===== src/rtl/expr_tx.sv =====
// ---------------------------------------------------------------------------
// expr_tx
// Serialises one arithmetic expression of single decimal digits joined by
// '+' or '*' as a stream of ASCII characters over a valid/ready handshake.
// A start request is checked for legality in IDLE. Legal operands and
// operators are latched, so later input changes cannot disturb a stream in
// flight. An illegal request is answered with a one-cycle err pulse.
//
// Ports
//   clk        in   single clock, rising edge
//   clr        in   synchronous active-low reset
//   start      in   request to send one expression (sampled in IDLE only)
//   num_terms  in   operand count, legal 1..MAX_TERMS
//   digits     in   operand k in bits [4k+3:4k], legal 0..9
//   ops        in   operator k joins operands k and k+1 (0 '+', 1 '*')
//   out_ready  in   receiver accepts the current character
//   out        out  ASCII character being sent
//   out_valid  out  out holds a valid character
//   busy       out  high in every state except IDLE
//   done       out  one-cycle pulse after the last character is accepted
//   err        out  one-cycle pulse after a rejected start request
// ---------------------------------------------------------------------------
module expr_tx #(
    parameter int MAX_TERMS = 4
) (
    input  logic                   clk,
    input  logic                   clr,
    input  logic                   start,
    input  logic [2:0]             num_terms,
    input  logic [4*MAX_TERMS-1:0] digits,
    input  logic [MAX_TERMS-2:0]   ops,
    input  logic                   out_ready,
    output logic [7:0]             out,
    output logic                   out_valid,
    output logic                   busy,
    output logic                   done,
    output logic                   err
);

    localparam int IDX_W = (MAX_TERMS > 1) ? $clog2(MAX_TERMS) : 1;

    typedef enum logic [1:0] {
        IDLE  = 2'd0,
        DIGIT = 2'd1,
        OP    = 2'd2,
        DONE  = 2'd3
    } state_t;

    state_t               r_state;
    state_t               w_next;
    logic [IDX_W-1:0]     r_idx;
    logic [IDX_W-1:0]     r_last;    // index of the final operand (n-1)
    logic [3:0]           r_digit [MAX_TERMS];
    logic [MAX_TERMS-2:0] r_ops;
    logic                 r_err;
    logic                 w_legal;
    logic                 w_accept;
    logic                 w_reject;

    // Only the operands actually in use are range-checked; the rest may
    // hold anything.
    always_comb begin
        // NOTE: every always_comb output gets a default first, otherwise a
        // path that skips the assignment infers a latch.
        w_legal = (num_terms != 3'd0) && (int'(num_terms) <= MAX_TERMS);
        for (int k = 0; k < MAX_TERMS; k++) begin
            if ((k < int'(num_terms)) && (digits[4*k +: 4] > 4'd9)) begin
                w_legal = 1'b0;
            end
        end
    end

    assign w_accept = (r_state == IDLE) && start && w_legal;
    assign w_reject = (r_state == IDLE) && start && !w_legal;

    always_comb begin
        w_next = r_state;
        case (r_state)
            IDLE:    if (w_accept) w_next = DIGIT;
            DIGIT:   if (out_ready) w_next = (r_idx == r_last) ? DONE : OP;
            OP:      if (out_ready) w_next = DIGIT;
            DONE:    w_next = IDLE;
            default: w_next = IDLE;
        endcase
    end

    always_ff @(posedge clk) begin
        // NOTE: sequential state uses non-blocking assignments so every
        // register samples pre-edge values, independent of statement order.
        if (!clr) begin
            r_state <= IDLE;
            r_idx   <= '0;
            r_last  <= '0;
            r_ops   <= '0;
            r_err   <= 1'b0;
            // NOTE: the operand store is explicitly cleared on reset so no
            // stale expression survives; a plain storage array would
            // normally be left unreset.
            for (int k = 0; k < MAX_TERMS; k++) begin
                r_digit[k] <= 4'd0;
            end
        end else begin
            r_state <= w_next;
            r_err   <= w_reject;
            if (w_accept) begin
                r_idx  <= '0;
                r_last <= IDX_W'(num_terms - 3'd1);
                r_ops  <= ops;
                for (int k = 0; k < MAX_TERMS; k++) begin
                    r_digit[k] <= digits[4*k +: 4];
                end
            end else if ((r_state == OP) && out_ready) begin
                r_idx <= r_idx + 1'b1;
            end
        end
    end

    // Outputs are decoded from state only. They are also forced low while
    // clr is held, so the reset cycle itself shows a quiet interface.
    always_comb begin
        out       = 8'h00;
        out_valid = 1'b0;
        busy      = 1'b0;
        done      = 1'b0;
        case (r_state)
            DIGIT: begin
                out       = 8'h30 + {4'h0, r_digit[r_idx]};
                out_valid = 1'b1;
                busy      = 1'b1;
            end
            OP: begin
                out       = r_ops[r_idx] ? 8'h2A : 8'h2B;
                out_valid = 1'b1;
                busy      = 1'b1;
            end
            DONE: begin
                done = 1'b1;
                busy = 1'b1;
            end
            default: ;
        endcase
        if (!clr) begin
            out       = 8'h00;
            out_valid = 1'b0;
            busy      = 1'b0;
            done      = 1'b0;
        end
    end

    assign err = r_err & clr;

endmodule


===== config.mk =====
export PLATFORM = sky130hd
export DESIGN_NAME = expr_tx
export DESIGN_NICKNAME = d
export VERILOG_FILES = /design/src/rtl/expr_tx.sv
export SDC_FILE = /design/constraint.sdc
export NUM_CORES = 1
export LEC_CHECK = 0
export CAP_MARGIN = 20
export CORE_ASPECT_RATIO = 0.7
export CORE_UTILIZATION = 52
export CTS_CLUSTER_DIAMETER = 150
export DETAILED_ROUTE_END_ITERATION = 16
export PLACE_DENSITY = 0.84
export SKIP_CTS_REPAIR_TIMING = 1
export SLEW_MARGIN = 20
export SYNTH_ARGS = -nofsm -noshare
export SYNTH_HDL_FRONTEND = slang
export SYNTH_SLANG_ARGS = --single-unit

===== constraint.sdc =====
create_clock -name clk -period 5.85 [get_ports clk]
set_input_delay 0.585 -clock clk [delete_from_list [all_inputs] [get_ports clk]]
set_output_delay 0.585 -clock clk [all_outputs]
set_load 0.02 [all_outputs]

==> metrics.cfg, run 1 <==
[synthesis]
synth-seq-area-share_pct=48.2
synth.yosys.warnings=0
asyncSetResetFlopFracSynth_pct=0
synthCells=134
netlist_top_cells_area=sky130_fd_sc_hd__edfxtp_1 (32%), sky130_fd_sc_hd__dfxtp_1 (16%), sky130_fd_sc_hd__and2_1 (7.1%)
yosys_most_used_dff=sky130_fd_sc_hd__edfxtp_1
yosys.cell_types.count=31
post_synth.cell_area_avg_sq_um=11.1
synth_edf_count=16
post-synth-top-area-fraction_pct=32.2
mappedNetlistArea_sq_um=1490
number_of_storage_elements_in_the_synthesis_netlist=28
top_cell_type_by_total_area_after_synthesis=sky130_fd_sc_hd__edfxtp_1

[clock_tree]
cts.clk_slew.worst_paths_ns=0.08
clk_sinks=28
master_cell_of_the_clock_root_buffer=sky130_fd_sc_hd__clkbuf_8
clock_latency_ns=0.26
cts_max_level=1
max-clock-path-buffers=2
tritoncts=built
tritoncts.num_buffers=3

[timing]
post-route-min-period_ns=3.23
total_negative_slack_for_setup_checks_ns=0
timing.fmax_mhz=309
largest_clock_skew_in_the_final_design_ns=0.000996
hold_viol_final=0
holdWs_ns=0.470
worst_slew_margin_rel_pct=51.2
layout_worst_path_cycle_share_pct=55.3
rsz_0062_raised_after_global_routing=no
finalMaxSlewViolations=0
tightestPinTransition_ns=0.731
setup_ws_ns=2.62
report.final.setup_viol=0

[grt]
grt.met3_usage_pct=4.37
globalRoute.totalOverflow=0
grt_pass1_wl_um=4450
grt_util_met2_pct=36.7
globalRouteTotalUtil_pct=20.2
grt.met1_usage_pct=25.4
pin_count_of_the_biggest_net_entering_global_routing=24
grt.busiest_layer=met2
vias_in_the_first_global_route=991
antenna_found_initial=0

[finish]
layout-drive-gt1-share_pct=7.74
synthToLayoutAreaGrowth_pct=27.2
antennaDiodeCount=0
mostFrequentLayoutCell=sky130_fd_sc_hd__clkdlybuf4s50_1
non_filler_instances=202
finalNetCount=201
most-common-layout-cells=sky130_fd_sc_hd__clkdlybuf4s50_1 (35), sky130_fd_sc_hd__nand2_1 (17), sky130_fd_sc_hd__and2_1 (17)
num-fill-cells=185
finish.instance_area_sq_um=1900

[setup_path]
critical_path_arrival_ns=2.65
critical_path.max_stage_delay_ns=0.92
timing.critical_path.slowest_stage_cell=sky130_fd_sc_hd__clkdlybuf4s50_1
worst-endpoint-required_ns=5.27
critPathLaunchType=primary input
critical_path_cell_by_cell=clkdlybuf4s50_1 > nand2_1 > inv_1 > and3_1 > clkdlybuf4s50_1
setup.worst_path.class=in -> out
timing.critical_path.max_delay_family=buffers and inverters
critical_path_peak_fanout=23
timing.critical_path.to_type=primary output
cp.buffers_inverters=3
crit_top_cell=sky130_fd_sc_hd__clkdlybuf4s50_1

[place]
gp_congestion=0.780
place_worst_setup_slack_ns=2.50
placement.io_buffers=35
placement.cell_area_sq_um=1860
dp_cells=198
post-dp-hpwl_um=2350

[detailed_routing]
remaining_drc_errors=0
drt-vias-per-instance=5.16
vias=1042
wire_per_inst_um=14.4
postRouteAntennaNets=0
drt_wl_total_um=2910
drtIter0Drc=53
dr.pass1.iters=4

[die]
start_util_pct=57.7
i_o_pin_total=38
standard_cell_core_area_sq_um=2590
total_die_area_sq_um=3090
fp.dieH_um=46.8
fp.dieW_um=66.1
fp-row-count=15

[run_status]
outcome=finished, final reports clean

[job]
cap_violations=0

[power_and_ir_drop]
power_density_nw_per_um2=252
power.static_leakage_nw=0.692
max-vdd-ir-drop_uv=154

[hold_path]
min_path_type=reg -> reg

==> path summary, 6_finish.rpt <==
path	start	endpoint	slack, ns	depth (start not counted)
min reg2reg	r_ops[0]	r_ops[0]	0.47	2
max reg2reg	r_state[1]	r_digit[2][3]	3.53	5
max	clr	out[2]	2.62	5
min	r_ops[0]	r_ops[0]	0.47	2
==> logic make-up after synthesis <==
group,share of synthesized area [%]
and+or+nand+nor,21.6
adders and majority gates,5.02
xor gates and xnor gates,2.35
buffers and inverters,3.85
DFF,48.2
muxes,11.4
AOI/OAI and AO/OA,7.29
other,0.251
==> layout make-up <==
cell class	count	area [sq um]	share of cell area, %
clock inverter	1	3.75	0.197
tap	34	42.5	2.24
sequential	28	721	37.9
inverter	6	22.5	1.18
clock buffer	3	41.3	2.17
timing repair buffer	35	350	18.4
multi-input combinational	95	719	37.9
==> worst reg2reg max path: cells and delay by family (launching register included) <==
kind,cells,cell delay (ns)
flip-flops,1,0.36
adder cells (fa/ha/maj),1,0.21
AND/OR/NAND/NOR,3,1.27
buffers and inverters,1,0.11
==> where the power goes <==
part	total [mW]	leakage, nW	internal, mW	switching, mW
registers	0.234	0.264	0.225	0.00980
clock network	0.101	0.0231	0.0470	0.0537
logic	0.143	0.405	0.0668	0.0766
==> cell usage after synthesis, drive strengths merged, types with 2 or more instances <==
library cell  number
inv                6
nand2b             3
ha                 6
and3               2
and2              18
mux2i              8
buf                3
nor2               6
nand3              2
nor3b              3
mux4               4
nor3               2
xor2               2
dfxtp             12
o21ai              5
o221ai             2
clkbuf             3
xnor2              2
edfxtp            16
nand2             17
nor4               2
a21oi              4
==> routing by layer <==
layer  routed length (um)  part of all wire, %
met1                 1370                   47
met2                 1410                   49
met3                  101                  3.5
met4                   22                 0.76
met5                    0                    0
==> metrics by stage <==
step / power, mW / util [%]
after floorplan: 0.327 / -
after global placement: 0.376 / 71.6
final: 0.478 / 73.4
after detailed placement: 0.382 / 71.6
after CTS: 0.481 / 73.4
after global routing: 0.504 / 73.4
==> state kept, by name, summed over array words and instances, names as in the netlist, named ones only <==
register  cells
r_err         1
r_last        2
r_digit      16
r_idx         2
r_state       2
r_ops         3
No activity file was read; power rests on OpenSTA's default activity.
==> run 2, diff against run 1 <==
CORE_UTILIZATION = 44   (was 52)
PLACE_DENSITY = 0.76   (was 0.84)
clock period = 2.8 ns   (was 5.85 ns; I/O delays follow)
==> run 2 against run 1 <==
Against the previous run: sequential share of layout area fell by 0.73 points; register-to-register slack got worse by 2.7 ns; largest power group unchanged; highest routed layer unchanged; wire length fell by 0.31%; global-route usage fell by 3.2 points; via count rose by 2.4%.
==> metrics.cfg, run 2 (synthesized netlist as in run 1, its figures left out) <==
[finish]
antennaDiodeCount=0
largest_registers=r_digit (16), r_ops (3)
top_register=r_digit
mostFrequentLayoutCell=sky130_fd_sc_hd__clkdlybuf4s50_1
finalNetCount=204
layout-drive-gt1-share_pct=9.94
finish.instance_area_sq_um=1940
synthToLayoutAreaGrowth_pct=29.7
most-common-layout-cells=sky130_fd_sc_hd__clkdlybuf4s50_1 (35), sky130_fd_sc_hd__nand2_1 (17), sky130_fd_sc_hd__and2_1 (17)
non_filler_instances=209
largest_reg_flops=16

[job]
cap_violations=0

[clock_tree]
clk_sinks=28
max-clock-path-buffers=2
clock_latency_ns=0.27
cts.clk_slew.worst_paths_ns=0.09
master_cell_of_the_clock_root_buffer=sky130_fd_sc_hd__clkbuf_8
tritoncts.num_buffers=3
cts_max_level=1
tritoncts=built

[detailed_routing]
drt_wl_total_um=2900
drt-vias-per-instance=5.11
drtIter0Drc=57
postRouteAntennaNets=0
remaining_drc_errors=0
wire_per_inst_um=13.9
dr.pass1.iters=2
vias=1067

[setup_path]
critical_path.reg2reg.startpoint=r_state[1]
setup.worst_path.class=reg -> out
timing.critical_path.slowest_stage_cell=sky130_fd_sc_hd__mux4_2
timing.critical_path.to_type=primary output
critical_path_peak_fanout=4
critical_path_arrival_ns=2.06
worst-endpoint-required_ns=2.52
critPathLaunchType=flop
critical_path.max_stage_delay_ns=0.55
critical_path_cell_by_cell=mux4_2 > a21oi_1 > nor2_1 > clkdlybuf4s50_1
r2r.worst_path.cells=6

[hold_path]
holdPathStages=2
holdCritStartpoint=r_ops[0]
min_path_type=reg -> reg

[grt]
vias_in_the_first_global_route=1019
pin_count_of_the_biggest_net_entering_global_routing=23
globalRouteTotalUtil_pct=17.1
grt_pass1_wl_um=4660
antenna_found_initial=0
globalRoute.totalOverflow=0

[power_and_ir_drop]
max-vdd-ir-drop_uv=289
power.static_leakage_nw=0.712
power.share.combinational_pct=29.5
internal_power_mw=0.737
power_density_nw_per_um2=534
power.total_mw=1.04
seq_power_share_pct=47.1
sw_pwr_mw=0.298
share_clk_of_total_power_pct=23.4
p_sw_share_pct=28.8

[die]
start_util_pct=46.8
fp-row-count=17
i_o_pin_total=38
fp.dieH_um=50.8
standard_cell_core_area_sq_um=3190
total_die_area_sq_um=3640
fp.dieW_um=71.6

[timing]
report.final.setup_viol=0
finalMaxSlewViolations=0
total_negative_slack_for_setup_checks_ns=0
post-route-min-period_ns=2.34
worst_slew_margin_rel_pct=59.5
hold_viol_final=0
timing.fmax_mhz=428
largest_clock_skew_in_the_final_design_ns=0.000646
tightestPinTransition_ns=0.604
rsz_0062_raised_after_global_routing=no
layout_worst_path_cycle_share_pct=83.4

[place]
dp_cells=205
placement.cell_area_sq_um=1880
gp_congestion=0.846
placement.io_buffers=35
post-dp-hpwl_um=2300

[run_status]
outcome=finished, final reports clean

==> run 2: worst paths after layout <==
check	to	slack, ns
worst max register to register	r_state[0]	0.81
worst min register to register	r_ops[0]	0.46
worst max-delay path	out[3]	0.46
worst min-delay path	r_ops[0]	0.46
==> run 2: cell type report <==
class,instances,area (sq um)
fillers,262,1250
multi-input cells,95,719
well taps,38,47.5
flip-flops and latches,28,721
clock buffers,4,55.1
inverters,6,22.5
repair buffers,38,373
==> run 2: power by group through the flow <==
stage               clock (mW)  combinational [mW]  sequential, mW
global route             0.265               0.332           0.492
finish                   0.242               0.306           0.487
detailed placement           0               0.304           0.498
CTS                      0.242               0.306           0.488
floorplan                    0               0.191           0.492
global placement             0               0.296           0.496
==> run 2: stage by stage <==
stage	util [%]	worst slack [ns]	hold WS [ns]
global placement	59.0	0.542	0.444
global route	60.7	0.371	0.494
finish	60.7	0.465	0.464
detailed placement	59.0	0.469	0.451
floorplan	-	0.618	0.422
CTS	60.7	0.442	0.463
==> run 2: routing by layer <==
layer | part of all wire (%) | vias to the layer above | GRT usage, % | wire length (um)
met3 | 4.0 | 2 | 4.02 | 117
li1 | - | 537 | - | -
met2 | 47 | 33 | 27.8 | 1360
met1 | 48 | 495 | 22.4 | 1400
met4 | 0.83 | 0 | 5.88 | 24
met5 | 0 | - | 0 | 0
==> run 2: critical path: cells and delay by family (launching register included) <==
| family | cells | cell delay (ns) |
|---|---|---|
| mux | 1 | 0.55 |
| simple gates | 1 | 0.05 |
| flops | 1 | 0.49 |
| buf+inv | 1 | 0.54 |
| compound gates | 1 | 0.16 |
